### src/rtl/led_serial_driver.sv
// led_serial_driver: shifts a parallel status word MSB-first into a
// 74HC595-style LED chain (data / shift-clock / latch), with a
// load/busy/done handshake and a one-deep "last request wins" pending buffer.
module led_serial_driver #(
  parameter int WIDTH = 16,
  parameter int DIV   = 2
) (
  input  logic             clk,
  input  logic             reset,
  input  logic [WIDTH-1:0] i_data,
  input  logic             i_load,
  output logic             o_busy,
  output logic             o_pending,
  output logic             o_done,
  output logic             o_sclk,
  output logic             o_sdata,
  output logic             o_latch
);

  // DIV=1 still needs a 1-bit counter so the vector is never zero-width.
  localparam int DIV_W = (DIV > 1) ? $clog2(DIV) : 1;
  localparam int BIT_W = $clog2(WIDTH + 1);
  localparam logic [DIV_W-1:0] DIV_LAST = DIV_W'(DIV - 1);
  localparam logic [BIT_W-1:0] BIT_LAST = BIT_W'(WIDTH - 1);

  typedef enum logic [1:0] {
    ST_IDLE,
    ST_SHIFT_LO,
    ST_SHIFT_HI,
    ST_LATCH
  } state_t;

  state_t           state_q, state_d;
  logic [DIV_W-1:0] div_cnt_q, div_cnt_d;
  logic [BIT_W-1:0] bit_cnt_q, bit_cnt_d;
  logic [WIDTH-1:0] shreg_q, shreg_d;
  logic             pend_q, pend_d;
  logic [WIDTH-1:0] pend_data_q, pend_data_d;
  logic             busy_q, busy_d;
  logic             sclk_q, sclk_d;
  logic             sdata_q, sdata_d;
  logic             latch_q, latch_d;
  logic             done_q, done_d;

  logic             div_end;
  logic [WIDTH-1:0] start_word;
  logic [WIDTH-1:0] shreg_shifted;

  // A fresh request outranks a buffered one when a frame starts.
  assign start_word    = i_load ? i_data : pend_data_q;
  assign div_end       = (div_cnt_q == DIV_LAST);
  assign shreg_shifted = shreg_q << 1;

  // Next-state and next-output logic; every output is precomputed here so it
  // leaves the block straight from a flop.
  always_comb begin
    state_d     = state_q;
    div_cnt_d   = div_cnt_q;
    bit_cnt_d   = bit_cnt_q;
    shreg_d     = shreg_q;
    pend_d      = pend_q;
    pend_data_d = pend_data_q;
    busy_d      = busy_q;
    sclk_d      = sclk_q;
    sdata_d     = sdata_q;
    latch_d     = latch_q;
    done_d      = 1'b0;

    // While a frame runs, requests park in the pending buffer, newest wins.
    if (state_q != ST_IDLE && i_load) begin
      pend_d      = 1'b1;
      pend_data_d = i_data;
    end

    case (state_q)
      ST_IDLE: begin
        busy_d = 1'b0;
        if (i_load || pend_q) begin
          state_d   = ST_SHIFT_LO;
          div_cnt_d = '0;
          bit_cnt_d = '0;
          shreg_d   = start_word;
          pend_d    = 1'b0;
          busy_d    = 1'b1;
          sclk_d    = 1'b0;
          sdata_d   = start_word[WIDTH-1];
          latch_d   = 1'b0;
        end
      end

      ST_SHIFT_LO: begin
        if (div_end) begin
          div_cnt_d = '0;
          state_d   = ST_SHIFT_HI;
          sclk_d    = 1'b1;
        end else begin
          div_cnt_d = div_cnt_q + DIV_W'(1);
        end
      end

      ST_SHIFT_HI: begin
        if (div_end) begin
          div_cnt_d = '0;
          bit_cnt_d = bit_cnt_q + BIT_W'(1);
          sclk_d    = 1'b0;
          if (bit_cnt_q == BIT_LAST) begin
            state_d = ST_LATCH;
            sdata_d = 1'b0;
            latch_d = 1'b1;
          end else begin
            state_d = ST_SHIFT_LO;
            shreg_d = shreg_shifted;
            sdata_d = shreg_shifted[WIDTH-1];
          end
        end else begin
          div_cnt_d = div_cnt_q + DIV_W'(1);
        end
      end

      ST_LATCH: begin
        if (div_end) begin
          div_cnt_d = '0;
          state_d   = ST_IDLE;
          busy_d    = 1'b0;
          latch_d   = 1'b0;
          done_d    = 1'b1;
        end else begin
          div_cnt_d = div_cnt_q + DIV_W'(1);
        end
      end

      default: begin
        state_d = ST_IDLE;
      end
    endcase
  end

  // State and output registers; reset aborts any frame immediately.
  always_ff @(posedge clk) begin
    if (!reset) begin
      state_q     <= ST_IDLE;
      div_cnt_q   <= '0;
      bit_cnt_q   <= '0;
      shreg_q     <= '0;
      pend_q      <= 1'b0;
      pend_data_q <= '0;
      busy_q      <= 1'b0;
      sclk_q      <= 1'b0;
      sdata_q     <= 1'b0;
      latch_q     <= 1'b0;
      done_q      <= 1'b0;
    end else begin
      state_q     <= state_d;
      div_cnt_q   <= div_cnt_d;
      bit_cnt_q   <= bit_cnt_d;
      shreg_q     <= shreg_d;
      pend_q      <= pend_d;
      pend_data_q <= pend_data_d;
      busy_q      <= busy_d;
      sclk_q      <= sclk_d;
      sdata_q     <= sdata_d;
      latch_q     <= latch_d;
      done_q      <= done_d;
    end
  end

  assign o_busy    = busy_q;
  assign o_pending = pend_q;
  assign o_done    = done_q;
  assign o_sclk    = sclk_q;
  assign o_sdata   = sdata_q;
  assign o_latch   = latch_q;

endmodule

### config.mk
export PLATFORM = sky130hd
export DESIGN_NAME = led_serial_driver
export DESIGN_NICKNAME = d
export VERILOG_FILES = /design/src/rtl/led_serial_driver.sv
export SDC_FILE = /design/constraint.sdc
export NUM_CORES = 1
export LEC_CHECK = 0
export ABC_CLOCK_PERIOD_IN_PS = 1760
export BUFFER_PORTS_ARGS = -buffer_cell sky130_fd_sc_hd__buf_2
export CAP_MARGIN = 10
export CORE_MARGIN = 10
export CORE_UTILIZATION = 35
export DETAILED_ROUTE_END_ITERATION = 12
export GPL_TIMING_DRIVEN = 0
export SLEW_MARGIN = 20
export SYNTH_ARGS = -nofsm -noshare
export SYNTH_HDL_FRONTEND = slang
export SYNTH_SLANG_ARGS = --single-unit
### constraint.sdc
create_clock -name clk -period 1.76 [get_ports clk]
set_input_delay 0.352 -clock clk [delete_from_list [all_inputs] [get_ports clk]]
set_output_delay 0.352 -clock clk [all_outputs]
set_load 0.05 [all_outputs]
# Word level (Yosys, flattened, before mapping)
# Index checks and enable logic that the tools add are counted.
# word_totals
out_inout_bits,6
ff_bits,45
elab_cells,72
in_bits,19
# op_classes
mux,33
n_reduce_logical,16
n_eq_ne,10
add_sub_neg,2
# op_table
op,n
$mux 15,3
$pmux 15 s2,1
$mux 16,1
$mux 1,14
$ne 2x2->1 const B,6
$reduce_and 4->1,3
$mux 2,5
$mux 5,2
$pmux 5 s2,1
$pmux 2 s4,1
$pmux 1 s2,3
$pmux 1 s3,2
$reduce_bool 2->1,3
$reduce_bool 3->1,2
$add 5x1->5 const B,1
$eq 5x4->1 const B,1
$reduce_and 5->1,1
$eq 2x2->1 const B,2
$reduce_and 2->1,2
$reduce_and 3->1,1
$reduce_or 3->1,1
$eq 2x1->1 const B,1
$logic_not 2->1,1
$add 1x1->1 const B,1
2 further kinds,2

# Logic depth before layout (Yosys ltp)
# depth
word_depth,5
depth_mapped,8
depth_no_buf,7

# Worst setup path before layout
# Ideal clock, no wire load.
# synth_path
path_type,register -> register
startpoint,register bit_cnt_q[0]
endpoint,register shreg_q[10]
setup_time_ps,73
t_required_ps,1687
arrival_time_ps,1628
stages_incl_launch_ff,9
path_buffers,1
synth_period_minus_slack_ps,1701
setup_slack_ps,59
cell_sequence,dfxtp_1 -> ha_1 -> and3_1 -> ha_1 -> nand4bb_1 -> o21ai_4 -> nand2_2 -> buf_6 -> o22ai_2
# synth_between
elab_chain_cells,3
# synth_lines
element,line,rtl
from (decl),35,"logic [BIT_W-1:0] bit_cnt_q, bit_cnt_d;"
from (signal assigned),155,bit_cnt_q <= bit_cnt_d;
$eq 5x4->1,106,if (bit_cnt_q == BIT_LAST) begin
$ne 2x2->1 (no source line),--,
$reduce_and 4->1 (no source line),--,
to (signal assigned),156,shreg_q <= shreg_d;
to (decl),36,"logic [WIDTH-1:0] shreg_q, shreg_d;"
# Every way passes these cells.
# A chain may end at the register's enable or synchronous reset.

# Worst setup path in the final report
# layout_path
startpoint,register bit_cnt_q[0]
endpoint,register shreg_q[11]
# Same word-level chain as after synthesis.

==> impl_metrics.env <==
export IMPL_nNetsFinal=302
export IMPL_cp_max_fo=10
export IMPL_cts_buffers=5
export IMPL_syn_area_um2=2118
export IMPL_gr_total_overflow=0
export IMPL_dpl_cell_area_um2=2332
export IMPL_ys_ff_latch=45
export IMPL_die_area_um2=9564
export IMPL_swShare_pct=29.48
export IMPL_hold_start="i_data[3]"
export IMPL_vias=1775
export IMPL_fillCellCount=595
export IMPL_ir_worst_vdd_v=0.0003564
export IMPL_hold_worst_slack_ns=0.2879
export IMPL_yosysTopAreaCellShare_pct=42.53
export IMPL_grt_pass1_vias=1721
export IMPL_firstDrtPassIters=4
export IMPL_clkLatencyLatePin_ns=0.30
export IMPL_met3_length_um=196
export IMPL_ys_warnings_count=0
export IMPL_path_delay_family="simple AND/OR/NAND/NOR gates"
export IMPL_gp_congestion=0.7846
export IMPL_power_per_cell_area_nw_per_um2=966.7
export IMPL_synthCells=248
export IMPL_h_tree_depth=2
export IMPL_drive_gt1_share_pct=25.62
export IMPL_drv_slew=0
export IMPL_seqPwrFrac_pct=47.0
export IMPL_die_height_um=97.80
export IMPL_grt_max_degree=14
export IMPL_final_common_cell="nand2_1"
export IMPL_wl_per_cell_um=13.49
export IMPL_mostFrequentLayoutCells="nand2_1 (52), dfxtp_1 (44), a21oi_1 (36)"
export IMPL_regArea_um2=902.1
export IMPL_yosysTopAreaCell="dfxtp_1"
export IMPL_p_comb_share_pct=21.1
export IMPL_cts_sinks=45
export IMPL_crit_start="bit_cnt_q[0]"
export IMPL_crit_buf_inv=1
export IMPL_total_power_uw=2412
export IMPL_layout_min_cycle_time_ns=1.685
export IMPL_antenna_found_initial=0
export IMPL_maxCapViolCount=0
export IMPL_worstHoldPathType="input port to flop"
export IMPL_wl_um=4801
export IMPL_end_kind="flop"
export IMPL_relSlewSlack_pct=61.54
export IMPL_worst_clock_skew_ns=0.008453
export IMPL_tightest_slew_ns=0.5768
export IMPL_m1WireLength_um=2426
export IMPL_crit_path_start_kind="flop"
export IMPL_cts_root_buf="clkbuf_8"
export IMPL_timing_fmax_mhz=593.6
export IMPL_ios=25
export IMPL_p_int_uw=1701
export IMPL_first_iter_violations=70
export IMPL_clockPowerShare_pct=31.9
export IMPL_synth_area_leaders="dfxtp_1 (43%), nand2_1 (9.2%), a21oi_1 (8.5%)"
export IMPL_crit_slowest_cell="dfxtp_2"
export IMPL_critPathKind="flop to flop"
export IMPL_p_sw_uw=711.1
export IMPL_multi_input_area_um2=1134
export IMPL_fin_crit_sh_pct=95.71
export IMPL_top_layer="met4"
export IMPL_rows=28
export IMPL_setup_viol=0
export IMPL_hold_viol=0
export IMPL_cts_buffer_depth=2
export IMPL_p_leak_uw=0.0009782
export IMPL_rrSetupSlack_ns=0.08
export IMPL_grt_usage_pct=10.05
export IMPL_initial_core_util_pct=35.99
export IMPL_antenna_cells=0
export IMPL_cts_hold_buffers=0
export IMPL_critPathMaxStageDelay_ns=0.33
export IMPL_coreArea_um2=5886
export IMPL_dp_hpwl_um=3454
export IMPL_rsz0062_at_grt="false"
export IMPL_ant_nets=0
export IMPL_syn_avg_cell_area_um2=8.541
export IMPL_run_status="finished clean"
export IMPL_grt_first_pass_wirelength_um=8169
export IMPL_clk_pin_slew_ns=0.09
export IMPL_synthToLayoutAreaGrowth_pct=17.78
export IMPL_crit_arrival_ns=1.92
export IMPL_fp_dieW_um=97.80
export IMPL_post_route_drc_count=0
export IMPL_r2r_start="bit_cnt_q[0]"
export IMPL_syn_nets=269
export IMPL_synth_cell_type_count=42
export IMPL_port_buffer_count=24
export IMPL_seq_area_frac_synth_pct=42.53
export IMPL_setup_tns_final_ns=0
export IMPL_utilization_pct=42.39
export IMPL_required_ns=1.99
export IMPL_met2_length_um=2115
export IMPL_finalInstanceArea_um2=2495
export IMPL_cts_tree="yes"
export IMPL_crit_chain="ha_1, and3_4, ha_4, nand4bb_4, o21ai_4, nand2_4, buf_8, o22ai_2"
export IMPL_viasPerCell=4.986
-- flip-flops by register name (all words and copies together), names as in the netlist, 2 cells and up --
register	flops
shreg_q	15
pend_data_q	16
state_q	2
bit_cnt_q	5
-- power by group through the flow --
stage | logic (µW) | clock network [µW] | registers [µW]
final | 508 | 770 | 1130
after global routing | 566 | 828 | 1140
after CTS | 503 | 794 | 1130
after detailed placement | 495 | 0 | 1150
after global placement | 491 | 0 | 1150
after floorplan | 342 | 0 | 1180
-- cell usage after synthesis, drive strengths merged --
cell type and number:
a211oi 2, a21oi 36, a2bb2oi 1, and2 1, and3 1, and4 1, buf 14, clkbuf 3
clkinv 1, dfxtp 45, ha 2, inv 4, mux2 2, mux2i 14, nand2 54, nand2b 3
nand3 3, nand4bb 1, nor2 24, nor2b 3, nor3 4, nor4 1, nor4b 1, o211a 1
o21a 1, o21ai 6, o22a 1, o22ai 14, o311ai 1, or2 1, xnor2 2
-- through the flow --
stage,instances,worst slack [ns]
after floorplan,248,0.05906
final,356,0.07544
after detailed placement,347,-0.1257
after global placement,347,-0.1069
after CTS,355,0.008681
after global routing,356,0.001269
-- worst reg2reg max path: stages (launching register included) --
cell	delay [ns]
dfxtp_2	0.33
ha_1	0.20
and3_4	0.19
ha_4	0.17
nand4bb_4	0.20
o21ai_4	0.12
nand2_4	0.09
buf_8	0.16
o22ai_2	0.15
-- kinds of logic after synthesis --
group,synth area share (%)
DFF,42.53
adders and majority gates,1.181
and+or+nand+nor,21.97
AOI/OAI and AO/OA,20.02
buffers and inverters,5.788
xor gates and xnor gates,0.8271
muxes,7.678
-- path summary, 6_finish.rpt --
check	to	depth (start not counted)
setup / recovery	shreg_q[11]	8
hold / removal	pend_data_q[3]	3
setup reg to reg	shreg_q[11]	8
hold reg to reg	pend_data_q[9]	2
-- final cells by class --
class,count,share of cell area [%]
clock buffer,5,2.758
buffer,17,4.313
tap,75,3.761
sequential,45,36.16
inverter,5,0.7523
multi-input combinational,181,45.44
clock inverter,2,1.404
timing repair buffer,26,5.416
-- timing repair --
action                                  CTS  global route
resized for setup                         2             5
endpoints found under the setup margin   11            11
pin swaps                                 1             1
buffers inserted                          1             1
-- layer usage --
metal	global-route usage, %	vias to the layer above
li1	-	910
met1	13.25	824
met2	15.33	34
met3	2.889	7
met4	3.356	0
met5	0	-
Power figures use the tool's default switching activity.
